<file path="src/rtl/nvme_pcie_master_arbiter.sv">
// nvme_pcie_master_arbiter
// Round-robin arbiter that shares the single-outstanding PCIe master
// register-access port among NUM_REQ requesters. Exactly one access is in
// flight at a time and its completion is routed back only to the requester
// that issued it.
// Optional feature: define NVME_PCIE_ARB_STATS_EN to add the saturating
// transaction / error counters and their stat_clear input.
module nvme_pcie_master_arbiter #(
    parameter int NUM_REQ  = 3,
    parameter int IDX_BITS = $clog2(NUM_REQ)
) (
    input  logic                    axi_aclk,
    input  logic                    axi_areset,
    input  logic [NUM_REQ-1:0]      req_valid,
    input  logic [NUM_REQ-1:0]      req_write,
    input  logic [NUM_REQ*32-1:0]   req_addr,
    input  logic [NUM_REQ*32-1:0]   req_wdata,
    output logic [NUM_REQ-1:0]      req_ready,
    output logic [NUM_REQ-1:0]      rsp_valid,
    output logic [31:0]             rsp_rdata,
    output logic                    rsp_error,
    output logic                    pcie_write,
    output logic [31:0]             pcie_waddr,
    output logic [31:0]             pcie_wdata,
    input  logic                    pcie_wdone,
    input  logic                    pcie_werror,
    output logic                    pcie_read,
    output logic [31:0]             pcie_raddr,
    input  logic [31:0]             pcie_rdata,
    input  logic                    pcie_rdone,
    input  logic                    pcie_rerror
`ifdef NVME_PCIE_ARB_STATS_EN
    ,
    input  logic                    stat_clear,
    output logic [31:0]             stat_txn_count,
    output logic [15:0]             stat_err_count
`endif
);

    typedef enum logic [1:0] {
        ST_IDLE,
        ST_ISSUE,
        ST_WAIT,
        ST_RESP
    } state_t;

    state_t              state;
    state_t              state_next;

    logic [IDX_BITS-1:0] last_grant;
    logic [IDX_BITS-1:0] cur_idx;
    logic                cur_write;
    logic [31:0]         cur_addr;
    logic [31:0]         cur_wdata;
    logic [31:0]         rsp_data_q;
    logic                rsp_err_q;

    logic                sel_found;
    logic [IDX_BITS-1:0] sel_idx;
    logic [IDX_BITS-1:0] cand;
    logic [31:0]         sel_addr;
    logic [31:0]         sel_wdata;
    logic                sel_write;
    logic                done_hit;
    logic                in_flight;

    // Round-robin search: first valid requester upward from last_grant+1, wrapping
    always_comb begin
        sel_found = 1'b0;
        sel_idx   = '0;
        sel_addr  = '0;
        sel_wdata = '0;
        sel_write = 1'b0;
        cand      = '0;
        for (int k = 1; k <= NUM_REQ; k++) begin
            cand = IDX_BITS'((int'(last_grant) + k) % NUM_REQ);
            if (!sel_found && req_valid[cand]) begin
                sel_found = 1'b1;
                sel_idx   = cand;
                sel_write = req_write[cand];
                sel_addr  = req_addr[32*((int'(last_grant) + k) % NUM_REQ) +: 32];
                sel_wdata = req_wdata[32*((int'(last_grant) + k) % NUM_REQ) +: 32];
            end
        end
    end

    // Only the done strobe matching the in-flight direction completes it
    always_comb begin
        done_hit = cur_write ? pcie_wdone : pcie_rdone;
    end

    // State register
    always_ff @(posedge axi_aclk or posedge axi_areset) begin
        if (axi_areset) begin
            state <= ST_IDLE;
        end else begin
            state <= state_next;
        end
    end

    // Next-state logic
    always_comb begin
        state_next = state;
        case (state)
            ST_IDLE:  if (sel_found) state_next = ST_ISSUE;
            ST_ISSUE: state_next = ST_WAIT;
            ST_WAIT:  if (done_hit) state_next = ST_RESP;
            ST_RESP:  state_next = ST_IDLE;
            default:  state_next = ST_IDLE;
        endcase
    end

    // Transaction capture, completion capture and round-robin pointer update
    always_ff @(posedge axi_aclk or posedge axi_areset) begin
        if (axi_areset) begin
            last_grant <= IDX_BITS'(NUM_REQ - 1);
            cur_idx    <= '0;
            cur_write  <= 1'b0;
            cur_addr   <= '0;
            cur_wdata  <= '0;
            rsp_data_q <= '0;
            rsp_err_q  <= 1'b0;
        end else begin
            case (state)
                ST_IDLE: begin
                    if (sel_found) begin
                        cur_idx   <= sel_idx;
                        cur_write <= sel_write;
                        cur_addr  <= {sel_addr[31:2], 2'b00};
                        cur_wdata <= sel_wdata;
                    end
                end
                ST_WAIT: begin
                    if (done_hit) begin
                        rsp_data_q <= cur_write ? 32'h0 : pcie_rdata;
                        rsp_err_q  <= cur_write ? pcie_werror : pcie_rerror;
                    end
                end
                ST_RESP: begin
                    last_grant <= cur_idx;
                end
                default: begin
                end
            endcase
        end
    end

    // Output decode: handshake, master strobes/addresses and response routing
    always_comb begin
        in_flight  = (state == ST_ISSUE) || (state == ST_WAIT);
        req_ready  = '0;
        if ((state == ST_IDLE) && sel_found && !axi_areset) begin
            req_ready[sel_idx] = 1'b1;
        end
        pcie_write = (state == ST_ISSUE) && cur_write;
        pcie_read  = (state == ST_ISSUE) && !cur_write;
        pcie_waddr = (in_flight && cur_write)  ? cur_addr  : 32'h0;
        pcie_wdata = (in_flight && cur_write)  ? cur_wdata : 32'h0;
        pcie_raddr = (in_flight && !cur_write) ? cur_addr  : 32'h0;
        rsp_valid  = '0;
        rsp_rdata  = 32'h0;
        rsp_error  = 1'b0;
        if (state == ST_RESP) begin
            rsp_valid[cur_idx] = 1'b1;
            rsp_rdata          = rsp_data_q;
            rsp_error          = rsp_err_q;
        end
    end

`ifdef NVME_PCIE_ARB_STATS_EN
    // Saturating statistics; a clear wins over a same-cycle increment
    always_ff @(posedge axi_aclk or posedge axi_areset) begin
        if (axi_areset) begin
            stat_txn_count <= '0;
            stat_err_count <= '0;
        end else if (stat_clear) begin
            stat_txn_count <= '0;
            stat_err_count <= '0;
        end else if (state == ST_RESP) begin
            if (stat_txn_count != '1) begin
                stat_txn_count <= stat_txn_count + 32'd1;
            end
            if (rsp_err_q && (stat_err_count != '1)) begin
                stat_err_count <= stat_err_count + 16'd1;
            end
        end
    end
`endif

endmodule
</file>
<file path="config.mk">
export PLATFORM = sky130hd
export DESIGN_NAME = nvme_pcie_master_arbiter
export DESIGN_NICKNAME = d
export VERILOG_FILES = /design/src/rtl/nvme_pcie_master_arbiter.sv
export SDC_FILE = /design/constraint.sdc
export NUM_CORES = 1
export LEC_CHECK = 0
export ABC_CLOCK_PERIOD_IN_PS = 4190
export BUFFER_PORTS_ARGS = -buffer_cell sky130_fd_sc_hd__buf_2
export CAP_MARGIN = 40
export CORE_MARGIN = 2
export CORE_UTILIZATION = 25
export CTS_CLUSTER_DIAMETER = 30
export DETAILED_ROUTE_END_ITERATION = 8
export MAX_ROUTING_LAYER = met4
export SLEW_MARGIN = 20
export SYNTH_ARGS = -nofsm -noshare
export SYNTH_HDL_FRONTEND = slang
export SYNTH_SLANG_ARGS = --single-unit
export TNS_END_PERCENT = 1
</file>
<file path="constraint.sdc">
create_clock -name axi_aclk -period 4.19 [get_ports axi_aclk]
set_input_delay 0.838 -clock axi_aclk [delete_from_list [all_inputs] [get_ports axi_aclk]]
set_output_delay 0.838 -clock axi_aclk [all_outputs]
set_load 0.01 [all_outputs]
</file>
==> PnR_summary.wiki <==
{| class="wikitable"
! Metric !! Value
|-
| Result of the run || finished, final reports clean
|-
| Fraction of final layout cells with drive strength greater than 1 || 26.9%
|-
| Buffers on Ports || 362
|-
| Cell count of the worst reg-to-reg path || 9
|-
| Sequential power share || 18.8%
|-
| Synthesized instance count || 1376
|-
| Hold Crit Class || reg -> reg
|-
| Critical Path Source Type || flop
|-
| Wire length of the first global-routing pass || 59600 um
|-
| Number of slew-limit violations in the final report || 0
|-
| PwrDens || 790 nW/um^2
|-
| Count of distinct cell types in the synthesized netlist || 51
|-
| Number of global-route vias before repair || 10700
|-
| Maximum buffer depth of the clock tree || 2
|-
| Number of buffers inserted for hold repair after clock tree synthesis || 0
|-
| Initial Utilization || 25.2%
|-
| Number of synthesized flops with an enable pin || 0
|-
| Slowest stage delay, CP || 0.66 ns
|-
| Fin nets || 1896
|-
| Number of hold violations in the final report || 0
|-
| Fillcell total || 4365
|-
| Fmax || 0.252 GHz
|-
| Share of synthesized area occupied by flip-flops and latches || 25.0%
|-
| Relative area change from synthesis to final layout || 25.3%
|-
| Part of the power in combinational logic || 71.4%
|-
| Synthesized area divided by synthesized cell count || 7.42 sq um
|-
| Peak VDD IR || 0.399 mV
|-
| Endpoint required time on the critical path || 3.35 ns
|-
| Antenna violations before repair || 9
|-
| Max Clock Skew || 0.00875 ns
|-
| Worst rel slew slack || 49.0%
|-
| Actual transition at the worst max-transition pin || 0.765 ns
|-
| Portion of total power attributed to the clock network || 9.8%
|-
| Chip height || 206 um
|-
| Clk Tree Root Cell || clkbuf_16
|-
| Total length of routed wires || 39500 um
|-
| Startpoint of the lowest-slack register-to-register path || last_grant[1]
|-
| Kind of capture point of the worst setup path || output port
|-
| Leakage || 0.00575 uW
|-
| Critical path class || reg -> out
|-
| Worst-skew pair later-pin latency || 0.38 ns
|-
| Dominant register cell in the synthesized netlist || dfrtp_1
|-
| Post-synth ARST share || 100%
|-
| Shortest clock period the worst path allows after layout || 3.97 ns
|-
| Number of sinks on the clock net || 102
|-
| Cell-by-cell trace of the critical path || inv_1, ha_1, clkinv_2, a21oi_1, o31ai_1, buf_4, nor3b_1, buf_2
|-
| DPL Wire Length || 27000 um
|-
| Number of resized instances in the post-cts repair step || 0
|-
| Post-route clock period utilization || 94.7%
|-
| Synth top area share || 24.8%
|-
| Power spent charging and discharging nets || 5350 uW
|-
| Overflow after GRT || 0
|-
| Internal reg-to-reg setup slack || 0.46 ns
|-
| Reg2Reg Capture Point || cur_addr[10]
|-
| Avg WL per Cell || 18.0 um
|-
| Int Pwr || 4750 uW
|-
| Post-detailed-route via-to-cell ratio || 5.17
|-
| Largest cells by area after synthesis || dfrtp_1, mux2i_1, o21ai_0
|-
| Worst min-delay path endpoint || rsp_data_q[20]
|-
| Final setup vio count || 0
|-
| Count of vias placed by the detailed router || 11400
|-
| Post-route setup TNS || 0 ns
|-
| Unrepaired setup endpoints after global routing || false
|-
| Beginning of the worst hold path || rsp_data_q[20]
|-
| Die width || 206 um
|-
| Endpoint arrival time on the critical path || 3.13 ns
|-
| Drt first-iter violations || 830
|-
| DRT Pass-1 Iters || 5
|-
| Antenna-violating nets left || 0
|-
| Leading cell type in the layout, fill and taps excluded || buf_2
|-
| Die Footprint || 42500 sq um
|-
| Overall routing resource usage || 18.4%
|-
| CTS tree || built
|-
| Post-synthesis instance area || 10200 sq um
|-
| Buffers inserted during post-CTS setup optimization || 0
|-
| Total I/O pin count || 373
|-
| Clock slew at the register clock pins of the worst setup and hold paths || 0.08 ns
|-
| Top library cells by usage in the layout, fill and taps aside || buf_2, nand2_1, o21ai_0
|-
| Yosys top cell by area || dfrtp_1
|-
| Count of H-tree levels built during CTS || 3
|-
| Yosys Warn Count || 0
|-
| Number of max-cap violations || 0
|-
| Total DRC errors in the routed layout || 0
|-
| Number of storage elements in the synthesis netlist || 102
|-
| Num CTS Buffers || 9
|-
| Number of placement rows || 74
|-
| Top fanout value on the critical path || 20
|-
| CP max-delay cell || ha_1
|-
| Core region area || 40600 sq um
|-
| Hold Path Stages || 2
|-
| Total Power Consumption || 10100 uW
|-
| Global placement routability congestion || 0.826
|-
| Proportion of total power due to net switching || 53.0%
|-
| Largest net degree at the start of global routing || 130
|}
sequential cells by signal (all words and copies together) (netlist names):
| register | flops |
|---|---|
| last_grant | 2 |
| cur_wdata | 32 |
| cur_addr | 30 |
| cur_idx | 2 |
| state | 2 |
| rsp_err_q | 1 |
| rsp_data_q | 32 |
| cur_write | 1 |
kinds of logic (layout without fill, tap and decap cells):
logic type               count (synthesis)  in the layout  share of synthesized area [%]
flip-flops                             102            102                           25.0
multiplexers                           195            195                           19.2
AO/OA/AOI/OAI                          384            384                           22.8
adder cells (fa/ha/maj)                 13             13                           1.57
AND/OR/NAND/NOR                        530            530                           24.1
buffers and inverters                  151            425                           7.28
other                                    1             16                         0.0367
power by group through the flow:
stage | Clock [uW] | Combinational, uW | Sequential [uW]
2_1_floorplan | 0 | 5110 | 1690
3_3_place_gp | 0 | 7010 | 1890
3_5_place_dp | 0 | 7220 | 1910
4_1_cts | 1040 | 7240 | 1900
5_1_grt | 1070 | 7950 | 1960
6_report | 993 | 7210 | 1890
layout make-up:
cell class	count	area [sq um]	area share [%]
Inverter	14	57.6	0.450
Sequential cell	102	2550	20.0
Timing Repair Buffer	395	2170	17.0
Multi-Input combinational cell	1126	6990	54.6
Tap cell	532	666	5.20
Clock buffer	9	225	1.76
Antenna cell	12	30.0	0.235
Clock inverter	7	103	0.802
metrics by stage:
| step | utilization (%) | worst slack [ns] | std cells | instance area (sq um) | hold slack [ns] |
|---|---|---|---|---|---|
| after floorplan | - | 0.676 | 1379 | 10200 | 0.442 |
| after global placement | 30.3 | 0.559 | 2162 | 12300 | 0.456 |
| after detailed placement | 30.6 | 0.428 | 2168 | 12400 | 0.463 |
| after CTS | 31.4 | 0.155 | 2184 | 12700 | 0.481 |
| after global routing | 31.5 | 0.0108 | 2192 | 12800 | 0.507 |
| final | 31.6 | 0.223 | 2197 | 12800 | 0.477 |
critical path: cells and delay by family, from the launching register on:
family / cells / cell delay [ns]
AO/OA/AOI/OAI: 2 / 0.34
adder cells (fa/ha/maj): 1 / 0.66
buffers and inverters: 4 / 0.90
flip-flops: 1 / 0.60
AND/OR/NAND/NOR: 1 / 0.24
Yosys cell counts (all sizes together), types with 2 or more instances:
| cell | instances |
|---|---|
| nand3 | 3 |
| and3 | 64 |
| a22oi | 62 |
| buf | 73 |
| o221ai | 2 |
| and2 | 66 |
| a221oi | 13 |
| nor2 | 72 |
| nor2b | 4 |
| nand2 | 275 |
| clkbuf | 64 |
| a21oi | 20 |
| a31o | 2 |
| ha | 12 |
| mux2 | 3 |
| mux2i | 192 |
| dfrtp | 101 |
| nand2b | 35 |
| nor3b | 3 |
| a31oi | 50 |
| inv | 14 |
| o21ai | 223 |
worst max path at each step:
stage	from	endpoint	slack, ns	cells past startpoint
after detailed placement	last_grant[1]	cur_wdata[28]	0.43	9
after global routing	last_grant[1]	req_ready[2]	0.01	8
after CTS	last_grant[1]	req_ready[2]	0.15	8
final	last_grant[1]	req_ready[2]	0.22	8
after global placement	last_grant[1]	cur_addr[11]	0.56	9
after floorplan	axi_areset	req_ready[0]	0.68	3
per-layer routing:
| layer | up-vias | GRT usage (%) | part of all wire, % |
|---|---|---|---|
| met1 | 5442 | 22.8 | 43 |
| met5 | - | - | 0 |
| li1 | 5391 | - | - |
| met4 | 0 | 7.37 | 2.8 |
| met2 | 458 | 29.9 | 47 |
| met3 | 61 | 3.06 | 6.8 |
Note: power is estimated with default switching activity, not from simulation.
